`src/rtl/hazard_pkg.sv`:
```
// Shared definitions for the destination-tracking hazard unit:
// register address width, hardwired-zero index, forward-select
// encodings and the compact stage-entry record carried down the pipe.
package hazard_pkg;

    localparam int unsigned REG_ADDR_W = 5;
    localparam logic [REG_ADDR_W-1:0] ZERO_REG = '0;

    localparam logic [1:0] FWD_RF  = 2'b00;
    localparam logic [1:0] FWD_WB  = 2'b01;
    localparam logic [1:0] FWD_MEM = 2'b10;

    typedef struct packed {
        logic [REG_ADDR_W-1:0] dest;
        logic                  rw;
        logic                  valid;
    } stage_entry_t;

endpackage

```
`src/rtl/dest_match_cmp.sv`:
```
// Combinational comparator: does a tracked stage entry produce the value
// of a given source register? The zero register never matches.
module dest_match_cmp
    import hazard_pkg::*;
(
    input  stage_entry_t          entry,
    input  logic [REG_ADDR_W-1:0] src,
    output logic                  match
);

    // Hit only for a live, writing entry whose destination is a real register.
    always_comb begin
        match = entry.valid & entry.rw & (entry.dest != ZERO_REG) & (entry.dest == src);
    end

endmodule

```
`src/rtl/dest_hazard_unit.sv`:
```
// Destination hazard unit: tracks ID destinations through EX/MEM/WB,
// drives EX operand forwarding selects and the load-use stall.
// Optional build macro HAZARD_STALL_CNT_EN adds a saturating 16-bit
// stall_count output.
module dest_hazard_unit
    import hazard_pkg::*;
(
    input  logic                  clk,
    input  logic                  reset,
    input  logic                  id_valid,
    input  logic [REG_ADDR_W-1:0] id_rs,
    input  logic [REG_ADDR_W-1:0] id_rt,
    input  logic                  id_uses_rt,
    input  logic [REG_ADDR_W-1:0] id_dest,
    input  logic                  id_reg_write,
    input  logic                  id_mem_read,
    input  logic                  flush,
    output logic [1:0]            fwd_a_sel,
    output logic [1:0]            fwd_b_sel,
    output logic                  stall,
`ifdef HAZARD_STALL_CNT_EN
    output logic [15:0]           stall_count,
`endif
    output logic [REG_ADDR_W-1:0] wb_dest,
    output logic                  wb_write
);

    stage_entry_t          ex_entry;
    stage_entry_t          mem_entry;
    stage_entry_t          wb_entry;
    logic [REG_ADDR_W-1:0] ex_rs;
    logic [REG_ADDR_W-1:0] ex_rt;
    logic                  ex_uses_rt;
    logic                  ex_mr;

    logic ex_insert;
    logic ex_hit_rs;
    logic ex_hit_rt;
    logic mem_hit_a;
    logic wb_hit_a;
    logic mem_hit_b;
    logic wb_hit_b;

    // Load-use detection against the instruction currently in EX.
    dest_match_cmp u_stall_rs (.entry(ex_entry), .src(id_rs), .match(ex_hit_rs));
    dest_match_cmp u_stall_rt (.entry(ex_entry), .src(id_rt), .match(ex_hit_rt));

    // Forwarding sources for the EX operands.
    dest_match_cmp u_fwd_mem_a (.entry(mem_entry), .src(ex_rs), .match(mem_hit_a));
    dest_match_cmp u_fwd_wb_a  (.entry(wb_entry),  .src(ex_rs), .match(wb_hit_a));
    dest_match_cmp u_fwd_mem_b (.entry(mem_entry), .src(ex_rt), .match(mem_hit_b));
    dest_match_cmp u_fwd_wb_b  (.entry(wb_entry),  .src(ex_rt), .match(wb_hit_b));

    // Stall on a load in EX feeding an operand of the ID instruction;
    // a squashed or stalled ID slot enters EX as a bubble.
    always_comb begin
        stall     = id_valid & ex_mr & (ex_hit_rs | (id_uses_rt & ex_hit_rt));
        ex_insert = id_valid & ~stall & ~flush;
    end

    // Advance the shadow pipeline; reset discards every in-flight entry.
    always_ff @(posedge clk) begin
        if (reset) begin
            ex_entry   <= '0;
            mem_entry  <= '0;
            wb_entry   <= '0;
            ex_rs      <= '0;
            ex_rt      <= '0;
            ex_uses_rt <= 1'b0;
            ex_mr      <= 1'b0;
        end else begin
            wb_entry       <= mem_entry;
            mem_entry      <= ex_entry;
            ex_entry.dest  <= id_dest;
            ex_entry.rw    <= id_reg_write & ex_insert;
            ex_entry.valid <= ex_insert;
            ex_mr          <= id_mem_read & ex_insert;
            ex_rs          <= id_rs;
            ex_rt          <= id_rt;
            ex_uses_rt     <= id_uses_rt;
        end
    end

    // Operand source selection; MEM outranks WB as the younger producer.
    always_comb begin
        fwd_a_sel = FWD_RF;
        fwd_b_sel = FWD_RF;
        if (ex_entry.valid) begin
            if (mem_hit_a) begin
                fwd_a_sel = FWD_MEM;
            end else if (wb_hit_a) begin
                fwd_a_sel = FWD_WB;
            end
            if (ex_uses_rt) begin
                if (mem_hit_b) begin
                    fwd_b_sel = FWD_MEM;
                end else if (wb_hit_b) begin
                    fwd_b_sel = FWD_WB;
                end
            end
        end
    end

    // Register-file write tracking straight from the WB entry.
    always_comb begin
        wb_dest  = wb_entry.dest;
        wb_write = wb_entry.valid & wb_entry.rw;
    end

`ifdef HAZARD_STALL_CNT_EN
    // Saturating count of stalled cycles.
    always_ff @(posedge clk) begin
        if (reset) begin
            stall_count <= '0;
        end else if (stall && (stall_count != '1)) begin
            stall_count <= stall_count + 16'd1;
        end
    end
`endif

endmodule

```
`config.mk`:
```
export PLATFORM = sky130hd
export DESIGN_NAME = dest_hazard_unit
export DESIGN_NICKNAME = d
export VERILOG_FILES = /design/src/rtl/hazard_pkg.sv /design/src/rtl/dest_match_cmp.sv /design/src/rtl/dest_hazard_unit.sv
export SDC_FILE = /design/constraint.sdc
export NUM_CORES = 1
export LEC_CHECK = 0
export ABC_CLOCK_PERIOD_IN_PS = 1800
export CORE_ASPECT_RATIO = 1.1
export CORE_MARGIN = 4
export CORE_UTILIZATION = 48
export DETAILED_ROUTE_END_ITERATION = 12
export GPL_ROUTABILITY_DRIVEN = 0
export MAX_ROUTING_LAYER = met4
export PLACE_DENSITY = 0.76
export SLEW_MARGIN = 20
export SYNTH_ARGS = -nofsm -noshare
export SYNTH_HDL_FRONTEND = slang
export SYNTH_SLANG_ARGS = --single-unit
```
`constraint.sdc`:
```
create_clock -name clk -period 1.8 [get_ports clk]
set_input_delay 0.36 -clock clk [delete_from_list [all_inputs] [get_ports clk]]
set_output_delay 0.36 -clock clk [all_outputs]
set_load 0.005 [all_outputs]
```
# [After elaboration in Yosys (flattened, before gate mapping)]
# Cells that the tools add are included.
[totals] input_bits=22 register_bits=33 latchBits=0 out_inout_bits=11 mem_bits_ro=0 n_memories=0 ram_bits=0 wordCells=51
[op_classes] order_cmp=0 bitwise=22 eq_ne=6 addsub=0 reduce_logical=3 shifts=0 multipliers=0 muxes=7 div=0
[ops] op="$eq A5 B5 Y1" n=6
[ops] op="$and A1 B1 Y1" n=19
[ops] op="$reduce_bool A5 Y1" n=3
[ops] op="$mux W2" n=5
[ops] op="$mux W1" n=2
[ops] op="$not A1 Y1" n=2
[ops] op="$or A1 B1 Y1" n=1

# [Logic depth before layout (Yosys ltp)]
[depth] word_depth=10 depth_mapped=4 ltp_nobuf=4

# [By module]
# A second synthesis with hierarchy kept.
[hier_totals] hier_cells=144 hier_area_um2=1492.7
[by_module_without_submodules] mod="dest_hazard_unit" cells_per_inst=84 n_inst=1 area_each_um2=1034.7 seq_area_each_um2=660.6
[by_module_without_submodules] mod="dest_match_cmp" cells_per_inst=10 n_inst=6 area_each_um2=76.3 seq_area_each_um2=0.0

# [Worst setup path after synthesis]
# No wires, ideal clock.
[synth_path] path_kind="register -> output" start="reg mem_entry[2] (netlist bit)" end="out fwd_b_sel[1]" path_slack_ns=0.163 stages_incl_launch_ff=5 required_time_ns=1.440 path_buffers=0 arrival_ns=1.277 path_cell_list="dfxtp_1 or4_1 o211ai_2 nor4_1 and3_1"
[synth_via] elab_chain_cells=6 word_cells_on_any_way=7 cone_classes="eq/ne: 1; mux: 3; bitwise: 2; reduce/logical: 1"
[synth_rtl] element="start: declaration" line_no="dest_hazard_unit.sv:29" text="stage_entry_t mem_entry;"
[synth_rtl] element="start signal: assignment" line_no="dest_hazard_unit.sv:73" text="mem_entry <= ex_entry;"
[synth_rtl] element="$reduce_bool A5 Y1" line_no="dest_match_cmp.sv:13" text="match = entry.valid & entry.rw & (entry.dest != ZERO_REG) & (entry.dest == src);"
[synth_rtl] element="$and A1 B1 Y1" line_no="dest_match_cmp.sv:13"
[synth_rtl] element="$and A1 B1 Y1 *" line_no="dest_match_cmp.sv:13"
[synth_rtl] element="$mux W2 *" line_no="dest_hazard_unit.sv:95" text="if (mem_hit_b) begin"
[synth_rtl] element="$mux W2 *" line_no="dest_hazard_unit.sv:94" text="if (ex_uses_rt) begin"
[synth_rtl] element="$mux W2 *" line_no="dest_hazard_unit.sv:88" text="if (ex_entry.valid) begin"
[synth_rtl] element="end: declaration" line_no="dest_hazard_unit.sv:19" text="output logic [1:0] fwd_b_sel,"
# Mark *: on every way between the ends. The rest lies on a longest branch, timed or not.

# [Worst setup path in the final report]
[layout_path] start="reg mem_entry[4] (netlist bit)" end="out fwd_a_sel[0]"
[layout_via] elab_chain_cells=5 word_cells_on_any_way=6 cone_classes="eq/ne: 1; mux: 2; bitwise: 2; reduce/logical: 1"
[layout_rtl] element="$reduce_bool A5 Y1" line_no="dest_match_cmp.sv:13"
[layout_rtl] element="$and A1 B1 Y1" line_no="dest_match_cmp.sv:13"
[layout_rtl] element="$and A1 B1 Y1 *" line_no="dest_match_cmp.sv:13"
[layout_rtl] element="$mux W2 *" line_no="dest_hazard_unit.sv:89" text="if (mem_hit_a) begin"
[layout_rtl] element="$mux W2 *" line_no="dest_hazard_unit.sv:88"
[layout_rtl] element="end: declaration" line_no="dest_hazard_unit.sv:18" text="output logic [1:0] fwd_a_sel,"
# Marked as above.

==> run metrics <==
Synth Net Count 157; Setup CP Type register to primary output; max-cap check violation count 0; Antenna Nets Post-Route 0; Yosys top cell area share 48.4%; Hold Buf Count CTS 0; Placed Cells 208; P_leak 0.857 nW; final core occ 73.1%; global-route wire length before repair 4510 um; Cell Rows 20; Post-synth EDFFs 0; area grow syn2layout 47.3%; top post-synthesis cells by area dfxtp_1, nor2b_1, xnor2_1, xor2_1, buf_4; largest net degree at the start of global routing 31; dpl ws -0.518 ns; Crit path buffers/inverters 2; Most Crowded Layer GR met2; CTS Buf Count 5; starting density of the core 49.6%; initial antenna violation count 0; Longest Clk Path Bufs 2; number of antenna diodes 0; Max-slew headroom 76.0%; CTS tree built; Critical Path AT 1.87 ns; largest family of logic cells by synthesized area simple AND/OR/NAND/NOR gates; clk sink count 33; grt total ovfl 0; die footprint 0.00377 mm2; gr usage total 16.8%; post-synthesis cell type count 23; Hold Crit Depth 2; asr flop ratio synth 0%; Finished Layout Cells 218; DP HPWL 2080 um; routed vias/inst 4.80; Cell Area, Synth 0.00137 mm2; Worst Path Max Fanout 2; fin crit period 2.23 ns; Layout Skew 0.00706 ns; Setup violations, final 4; worst setup margin -0.433 ns; Top delay family on crit path simple AND/OR/NAND/NOR gates; Worst setup EP type primary output; Fmax 448 MHz; Yosys top cell by area dfxtp_1; XOR/XNOR Fraction of Synth Area 19.2%; die height 64.0 um; maximum vdd drop 0.592 mV; Worst Reg-to-Reg Cells 5; drt total wl 2920 um; Req. time, crit path 1.44 ns; Worst Hold Path EP ex_rt[4]; CP max stage delay 0.54 ns; Max Slew Vio Count 0; mux cell area share after synthesis 0%; Simple-Gate Fraction of Synth Area 24.7%; H-tree depth 2; internal reg-to-reg setup slack 0.60 ns; met3 usage 5.45%; first-pass iteration count of the detailed router 2; status finished with violations; Synth Area in Adders 0%; Worst R2R End ex_entry[1]; via count 1046; layout net count 206; Worst Setup Start Kind register; Fillers 208; Mapped Avg Cell Area 10.1 um2; wire length per cell 13.4 um; I/O pin count 33; register area share after synthesis 48.4%; Least-Margin Pin Slew 0.357 ns; Warnings, synthesis 0; total chip power 1.57 mW; met2 usage 28.7%; worst r2r src ex_entry[3]; Synth Area in Compound Gates 3.57%; slowest CP cell or4_4; placed cell area 0.00180 mm2; post-route design area 0.00201 mm2; Fin. Hold Viols 0; drt drc 0; crit-path cells or4_4 -> o211ai_4 -> buf_6 -> nor4_4 -> nor3_2 -> buf_2; Power Dens Cells 778 mW/mm2; final worst-path cycle share 124%; dominant synthesized flop cell dfxtp_1; share of cells above drive strength 1 30.3%; RSZ-0062 raised after global routing true; Hold Path Class input pin to register; Reg clk slew, reported paths 0.10 ns; die width 58.9 um; Syn Inst Count 135; #FFs+latches synth 33; grt met1 use 15.8%; vias in the first global route 1071; clock root buffer clkbuf_4; area of the core 0.00275 mm2; worst hold start id_rt[4]; Worst-Skew Late Latency 0.33 ns; Port Buf Inserts 32; First DRT Iteration DRCs 9; failing checks setup timing
==> routing by layer <==
| layer | share of wire (%) | vias to the layer above | wire length [um] |
|---|---|---|---|
| met3 | 6.9 | 13 | 200 |
| met5 | 0 | - | 0 |
| li1 | - | 535 | - |
| met1 | 38 | 459 | 1110 |
| met2 | 51 | 39 | 1480 |
| met4 | 4.2 | 0 | 124 |
==> placed cells by master (no fill, tap or decap), types with 2 or more instances in the layout <==
master and count:
a211oi_1 2, a21oi_1 2, and2_1 2, buf_2 4
buf_4 17, buf_6 2, clkbuf_4 5, clkdlybuf4s50_1 17
dfxtp_1 25, dfxtp_2 5, dfxtp_4 3, dlygate4sd2_1 10
inv_1 2, nand2_1 3, nand3_1 3, nand4_1 3
nor2_1 2, nor2b_1 29, nor4_1 2, nor4_4 2
xnor2_1 10, xnor2_2 8, xor2_1 12
==> worst max-delay path by stage <==
stage,end,depth (start not counted),slack [ns],from
after floorplan,fwd_b_sel[1],4,0.16,mem_entry[2]
after global placement,stall,6,-0.48,id_rt[0]
after detailed placement,stall,6,-0.52,id_rt[0]
after CTS,fwd_a_sel[1],6,-0.46,mem_entry[4]
after global routing,fwd_a_sel[0],6,-0.52,mem_entry[4]
final,fwd_a_sel[0],6,-0.43,mem_entry[4]
==> worst reg2reg max path, delay by kind of cell, from the launching register on <==
family	cells	cell delay (ns)
AND/OR/NAND/NOR	1	0.12
buffers and inverters	1	0.15
AO/OA/AOI/OAI	2	0.33
flip-flops	1	0.38
XOR/XNOR	1	0.13
==> timing repair <==
action                                  4_1_cts  5_1_grt
pin swaps                                    15        8
buffers inserted                              2        0
resized for setup                            48       13
endpoints found under the setup margin        5        5
==> state kept, by name (all words and copies together) (netlist names) <==
name        flops
ex_entry        7
ex_mr           1
ex_rs           5
ex_rt           5
ex_uses_rt      1
mem_entry       7
wb_dest         5
wb_entry        2
==> area by class of cell <==
type	count	area [um2]	share of cell area (%)
multi-input cells	92	772	38.4
flip-flops and latches	33	678	33.7
repair buffers	50	428	21.3
clock buffers	7	55.1	2.74
well taps	33	41.3	2.05
clock inverters	1	30.0	1.49
inverters	2	7.51	0.373
==> where the power goes <==
part,internal [mW],total (mW),switching [mW]
sequential,0.760,0.790,0.0308
combinational,0.124,0.208,0.0837
clock,0.332,0.567,0.236
==> per-stage QoR <==
step	hold slack (ns)	setup TNS, ns
2_1_floorplan	0.438	0
3_3_place_gp	0.458	-1.86
3_5_place_dp	0.454	-1.98
4_1_cts	0.402	-1.69
5_1_grt	0.420	-1.99
6_report	0.416	-1.62
==> cell families (layout without fill, tap and decap cells) <==
group	after synthesis	after routing
and+or+nand+nor	55	55
buffers and inverters	10	60
AOI/OAI and AO/OA	7	7
xor gates and xnor gates	30	30
DFF	33	33
==> cells in the mapped netlist, types with 2 or more instances <==
library cell and n:
a211oi_1 2, a21oi_1 2, and2_1 3, buf_4 5
clkbuf_1 3, dfxtp_1 33, inv_1 2, nand2_1 3
nand3_1 4, nand4_1 3, nor2_1 2, nor2b_1 29
nor3_2 2, nor4_1 4, or4_1 2, xnor2_1 18
xor2_1 12
(Power assumes the default switching activity.)
